`src/rtl/ci_pkg.sv`:
```
// Shared definitions for the *_vector_runner family: FSM states and the verdict encoding.
package ci_pkg;

    typedef enum logic [2:0] {
        IDLE,
        LOAD,
        WAIT,
        CHECK,
        FINISH
    } state_t;

    typedef logic [1:0] verdict_t;

    localparam verdict_t VERDICT_NONE = 2'b00;
    localparam verdict_t VERDICT_PASS = 2'b01;
    localparam verdict_t VERDICT_FAIL = 2'b10;

    function automatic logic verdict_done(input verdict_t v);
        return (v == VERDICT_PASS) || (v == VERDICT_FAIL);
    endfunction

endpackage

```
`src/rtl/ci_lat_counter.sv`:
```
// Loadable down-counter that covers the operator latency; load value is the LAT parameter.
module ci_lat_counter #(
    parameter int LAT = 1
) (
    input  logic clock,
    input  logic reset,
    input  logic load,
    input  logic dec,
    output logic zero
);

    localparam int CW = (LAT < 1) ? 1 : $clog2(LAT + 1);

    logic [CW-1:0] count_reg;

    always_ff @(posedge clock) begin
        if (!reset) begin
            count_reg <= '0;
        end else if (load) begin
            count_reg <= CW'(LAT);
        end else if (dec && (count_reg != '0)) begin
            count_reg <= count_reg - 1'b1;
        end
    end

    assign zero = (count_reg == '0);

endmodule

```
`src/rtl/eq_vector_runner.sv`:
```
// Walks a vector table through an a/b -> y operator and keeps a sticky pass/fail verdict.
// Each vector takes LOAD + (LAT+1) WAIT + CHECK = LAT+3 cycles.
module eq_vector_runner #(
    parameter int WIDTH   = 8,
    parameter int NUM_VEC = 16,
    parameter int LAT     = 1,
    parameter int IDXW    = 4
) (
    input  logic             clock,
    input  logic             reset,
    input  logic             start,
    output logic [IDXW-1:0]  vec_idx,
    input  logic [WIDTH-1:0] vec_a,
    input  logic [WIDTH-1:0] vec_b,
    input  logic             vec_exp,
    output logic [WIDTH-1:0] a,
    output logic [WIDTH-1:0] b,
    input  logic             y,
    output logic             busy,
    output logic             done,
    output logic             pass,
    output logic             fail,
    output logic [IDXW-1:0]  fail_idx
);

    import ci_pkg::*;

    localparam logic [IDXW-1:0] LAST_IDX = IDXW'(NUM_VEC - 1);

    state_t           state_reg;
    logic [IDXW-1:0]  vec_idx_reg;
    logic [WIDTH-1:0] a_reg;
    logic [WIDTH-1:0] b_reg;
    logic             exp_reg;
    logic             busy_reg;
    verdict_t         verdict_reg;
    logic [IDXW-1:0]  fail_idx_reg;
    logic             lat_zero;

    ci_lat_counter #(
        .LAT (LAT)
    ) u_lat_counter (
        .clock (clock),
        .reset (reset),
        .load  (state_reg == LOAD),
        .dec   (state_reg == WAIT),
        .zero  (lat_zero)
    );

    always_ff @(posedge clock) begin
        if (!reset) begin
            state_reg    <= IDLE;
            vec_idx_reg  <= '0;
            a_reg        <= '0;
            b_reg        <= '0;
            exp_reg      <= 1'b0;
            busy_reg     <= 1'b0;
            verdict_reg  <= VERDICT_NONE;
            fail_idx_reg <= '0;
        end else begin
            case (state_reg)
                // FINISH holds everything until a fresh start; busy is low in both states
                IDLE, FINISH: begin
                    if (start) begin
                        state_reg    <= LOAD;
                        vec_idx_reg  <= '0;
                        busy_reg     <= 1'b1;
                        verdict_reg  <= VERDICT_NONE;
                        fail_idx_reg <= '0;
                    end
                end
                LOAD: begin
                    a_reg     <= vec_a;
                    b_reg     <= vec_b;
                    exp_reg   <= vec_exp;
                    state_reg <= WAIT;
                end
                WAIT: begin
                    if (lat_zero) begin
                        state_reg <= CHECK;
                    end
                end
                CHECK: begin
                    if (y != exp_reg) begin
                        verdict_reg  <= VERDICT_FAIL;
                        fail_idx_reg <= vec_idx_reg;
                        busy_reg     <= 1'b0;
                        state_reg    <= FINISH;
                    end else if (vec_idx_reg == LAST_IDX) begin
                        verdict_reg <= VERDICT_PASS;
                        busy_reg    <= 1'b0;
                        state_reg   <= FINISH;
                    end else begin
                        vec_idx_reg <= vec_idx_reg + 1'b1;
                        state_reg   <= LOAD;
                    end
                end
                default: begin
                    state_reg <= IDLE;
                end
            endcase
        end
    end

    assign vec_idx  = vec_idx_reg;
    assign a        = a_reg;
    assign b        = b_reg;
    assign busy     = busy_reg;
    assign pass     = (verdict_reg == VERDICT_PASS);
    assign fail     = (verdict_reg == VERDICT_FAIL);
    assign done     = verdict_done(verdict_reg);
    assign fail_idx = fail_idx_reg;

endmodule

```
`config.mk`:
```
export PLATFORM = sky130hd
export DESIGN_NAME = eq_vector_runner
export DESIGN_NICKNAME = d
export VERILOG_FILES = /design/src/rtl/ci_pkg.sv /design/src/rtl/ci_lat_counter.sv /design/src/rtl/eq_vector_runner.sv
export SDC_FILE = /design/constraint.sdc
export NUM_CORES = 1
export LEC_CHECK = 0
export CAP_MARGIN = 20
export CORE_ASPECT_RATIO = 1.5
export CORE_MARGIN = 4
export CORE_UTILIZATION = 48
export DETAILED_ROUTE_END_ITERATION = 7
export PLACE_DENSITY = 0.88
export SLEW_MARGIN = 15
export SYNTH_ARGS = -nofsm -noshare
export SYNTH_HDL_FRONTEND = slang
export SYNTH_SLANG_ARGS = --single-unit
```
`constraint.sdc`:
```
create_clock -name clock -period 3.2 [get_ports clock]
set_input_delay 0.64 -clock clock [delete_from_list [all_inputs] [get_ports clock]]
set_output_delay 0.64 -clock clock [all_outputs]
set_load 0.1 [all_outputs]
```
Yosys cells after proc, flatten, opt, wreduce, memory -nomap -nowiden:

Cells that the tools add are included.

* bits in registers: 32
* input port bits: 21
* output and inout bits: 28
* word-level logic and storage cells: 56

* $add $sub $neg: 2
* equality and inequality tests: 14
* multiplexer cells: 21
* reductions and logical operators: 10

Operators by type and width (number)
* $mux 4: 4
* $pmux 4 s2: 2
* $mux 3: 4
* $pmux 3 s4: 1
* $ne 2x2->1 const B: 5
* $eq 3x2->1 const B: 2
* $mux 2: 3
* $reduce_and 3->1: 2
* $mux 1: 5
* $add 4x1->4 const B: 1
* $eq 4x4->1 const B: 1
* $pmux 2 s2: 1
* $reduce_and 4->1: 1
* $reduce_bool 2->1: 2
* $eq 3x1->1 const B: 1
* $eq 3x3->1 const B: 1
* $logic_not 3->1: 1
* $ne 3x3->1 const B: 1
* $eq 2x1->1 const B: 1
* $eq 2x2->1 const B: 1
* $pmux 1 s2: 1
* $reduce_and 2->1: 1
* $reduce_or 2->1: 1
* $logic_and 1x1->1: 1
* 3 further kinds: 3

Logic depth before layout (Yosys ltp):

* depth after elaboration: 4
* depth in mapped cells: 6
* depth with buffers taken out: 4

Hierarchy:

A second synthesis with hierarchy kept.

* cell total of the unflattened synthesis: 151
* area, all modules: 1368.8 sq um

By module, submodules not included
* eq_vector_runner: instances 1, cells an instance 147, area an instance 1331.3 sq um
* ci_lat_counter: instances 1, cells an instance 4, area an instance 37.5 sq um

Worst setup path after synthesis:

OpenSTA, ideal clock, no wires.

* kind: reg2reg
* start point: register vec_idx_reg[1], in the netlist vec_idx[1]
* end point: register vec_idx_reg[0], in the netlist vec_idx[0]
* library setup time: 0.074 ns
* data arrival time: 1.832 ns
* required time: 3.126 ns
* setup slack: 1.295 ns
* cell stages (with the launch flop): 5
* buffers on the path: 0
* period minus slack after synthesis: 1.905 ns
* cells stage by stage: dfxtp_1 > ha_1 > nand3_1 > nand3_1 > mux2i_1

* cells in the longest elaborated chain, start to end: 3

RTL lines
* start, declared: line eq_vector_runner.sv:31 `logic [IDXW-1:0] vec_idx_reg;`
* start signal, assigned: line eq_vector_runner.sv:94 `vec_idx_reg <= vec_idx_reg + 1'b1;`
* $eq 4x4->1: line eq_vector_runner.sv:89 `end else if (vec_idx_reg == LAST_IDX) begin`
* $ne 2x2->1 (no line)
* $reduce_and 4->1 (no line)

No other way between the ends.
A chain may end at the register's enable or synchronous reset.

Worst setup path after layout:

* start point: register verdict_reg[0]
* end point: output done

* cells in the longest elaborated chain, start to end: 2
* elaborated cells on any way between the ends: 3
* those cells by class: eq/ne (2); reduce/logical (1)

RTL lines
* start, declared: line eq_vector_runner.sv:36 `verdict_t verdict_reg;`
* start signal, assigned: line eq_vector_runner.sv:58 `verdict_reg <= VERDICT_NONE;`
* start signal, assigned: line eq_vector_runner.sv:68 `verdict_reg <= VERDICT_NONE;`
* start signal, assigned: line eq_vector_runner.sv:85 `verdict_reg <= VERDICT_FAIL;`
* $eq 2x1->1 / $eq 2x2->1 (equally long branches): line ci_pkg.sv:19 `return (v == VERDICT_PASS) || (v == VERDICT_FAIL);`
* $logic_or 1x1->1 *: line ci_pkg.sv:19
* end, declared: line eq_vector_runner.sv:20 `output logic done,`

Every way passes the cells marked *; elsewhere a longest branch is shown, timed or not.

==> metrics.csv <==
metric;value;unit
post-CTS setup buffer count;0;
FILL cells;225;
largest net degree at the start of global routing;23;
ys async rst share;0;
flops & latches, synth;32;
Clock Skews;4.02;ps
clock-pin slew on the worst setup and hold paths;70;ps
final net count;228;
min Tclk post-route;1950;ps
Synth top cells by count;40 x nand2_1, 32 x dfxtp_1, 23 x a21oi_1, 11 x nand3_1, 6 x buf_6;
total global routing overflow;0;
Leak;0.788;nW
final WL;3470;um
Core ar.;2730;um2
n_diodes;0;
TritonCTS Buffers;5;
CTS max path bufs;2;
DRT Pass-1 Iters;4;
IO Port Bufs;48;
first-pass GRT wire length;5740;um
Area Growth Syn to Fin;33.6;%
syn_area_per_cell;8.79;um2
Post-CTS Hold Fix Bufs;0;
Main synth FF type;dfxtp_1;
pwr/cell area;928;nW/um2
Routed Antenna Nets;0;
number of I/O pins;49;
CTS H-tree depth;2;
Syn Inst Count;160;
Slew headroom;0.575;
area of the multi-input gates;659;um2
Worst Slack Setup Final;1250;ps
CTS tree;yes;
max cap viols;0;
Peak Freq;512;MHz
post-place setup slack;1060;ps
EDFF count, synth;0;
die span in x;52.2;um
syn nets;184;
post-CTS sizing;0;
Util after Layout;0.687;
full die area;3880;um2
setup violators final;0;
Peak supply drop;0.640;mV
layout cells sized above 1;0.195;
Yosys top cell area share;0.456;
Clock Sinks;32;
DP Wirelength;2590;um
CP startpoint kind;flip-flop;
R2R setup slack;1580;ps
RSZ-0062 raised after global routing;no;
vias in the first global route;1292;
Tightest Pin Transition;637;ps
Avg WL per Cell;14.3;um
Post-Syn Area;1410;um2
Initial Utilization;0.514;
Required @ worst endpoint;2560;ps
Die H;74.3;um
crit share post-route;0.610;
sequential fraction of the synthesis area;0.456;
drt drc;0;
via count;1292;
Arr. time, crit path;1310;ps
PnR Total Power;1.74;mW
drt via density;5.34;
area leader, netlist;dfxtp_1;
root buffer cell;clkbuf_8;
row count;23;
Final Hold Vio Count;0;
largest cells by area after synthesis;dfxtp_1 46%, nand2_1 11%, a21oi_1 8.2%, buf_6 4.8%, nand3_1 3.9%;
initial antenna violation count;0;
CP Max Fanout;3;
critical path class;reg2out;
clk_lat worst skew;280;ps
Ys Warns;0;
Worst Setup End Kind;output port;
post-synth cell types;35;
Iteration-0 DRC Markers;37;
most instantiated library cell after synthesis;nand2_1;
final setup TNS;0;ps
overall routing resource usage;0.196;
max-slew violation count;0;
Final Wtd Congestion;0.797;
Storage cell area;641;um2
Hold Path Class;reg2reg;
run status;finished clean;
-- power by group --
| part | internal (mW) | switching [mW] |
|---|---|---|
| combinational | 0.196 | 0.619 |
| clock | 0.231 | 0.142 |
| sequential | 0.478 | 0.0773 |
| total | 0.904 | 0.839 |
-- path summary, 6_finish.rpt --
kind | cells after the start | start | end
worst max-delay path | 4 | verdict_reg[0]$_SDFFE_PN0P_ | done
worst min register to register | 2 | b[0]$_SDFFE_PN0P_ | b[0]$_SDFFE_PN0P_
worst max register to register | 3 | state_reg[0]$_SDFFE_PN0P_ | a[7]$_SDFFE_PN0P_
worst min-delay path | 2 | b[0]$_SDFFE_PN0P_ | b[0]$_SDFFE_PN0P_
-- layout by cell type (no fill, tap or decap), drive strengths merged, types with 3 or more instances in the layout --
cell           instances
inv                    4
o21ai                  5
nand3                 11
nand2                 40
clkdlybuf4s50         20
clkbuf                 6
buf                   28
mux2i                  5
dfxtp                 32
ha                     3
a21oi                 23
-- layout make-up --
type	instances	share of cell area
Multi-Input combinational cell	113	0.351
Tap cell	37	0.0246
Inverter	4	0.00799
Sequential cell	32	0.341
Clock buffer	6	0.0386
Clock inverter	2	0.0186
Timing Repair Buffer	48	0.218
-- layer usage --
layer / GRT usage / share of wire / vias up
met5: 0 / 0 / -
met4: 0.0881 / 0.026 / 0
met3: 0.0581 / 0.041 / 11
met2: 0.365 / 0.57 / 34
met1: 0.197 / 0.36 / 613
li1: - / - / 634
-- critical path, cell delays in order (launching register included) --
cell     delay, ps
dfxtp_1        370
inv_1           60
ha_1           280
inv_1           50
buf_4          280
-- through the flow --
stage / hold slack, ps / area [um2] / instances
2_1_floorplan: 463 / 1410 / 160
3_3_place_gp: 442 / 1770 / 234
3_5_place_dp: 448 / 1770 / 234
4_1_cts: 457 / 1880 / 242
5_1_grt: 473 / 1880 / 242
6_report: 454 / 1880 / 242
-- kinds of logic (layout without fill, tap and decap cells) --
| group | count (synthesis) | in the layout | synth area share |
|---|---|---|---|
| compound gates | 34 | 34 | 0.139 |
| xor+xnor | 4 | 4 | 0.0249 |
| fa+ha+maj | 3 | 3 | 0.0267 |
| buf+inv | 15 | 60 | 0.0756 |
| flops | 32 | 32 | 0.456 |
| mux | 5 | 5 | 0.0356 |
| simple gates | 67 | 67 | 0.243 |
Note: power is estimated with default switching activity, not from simulation.
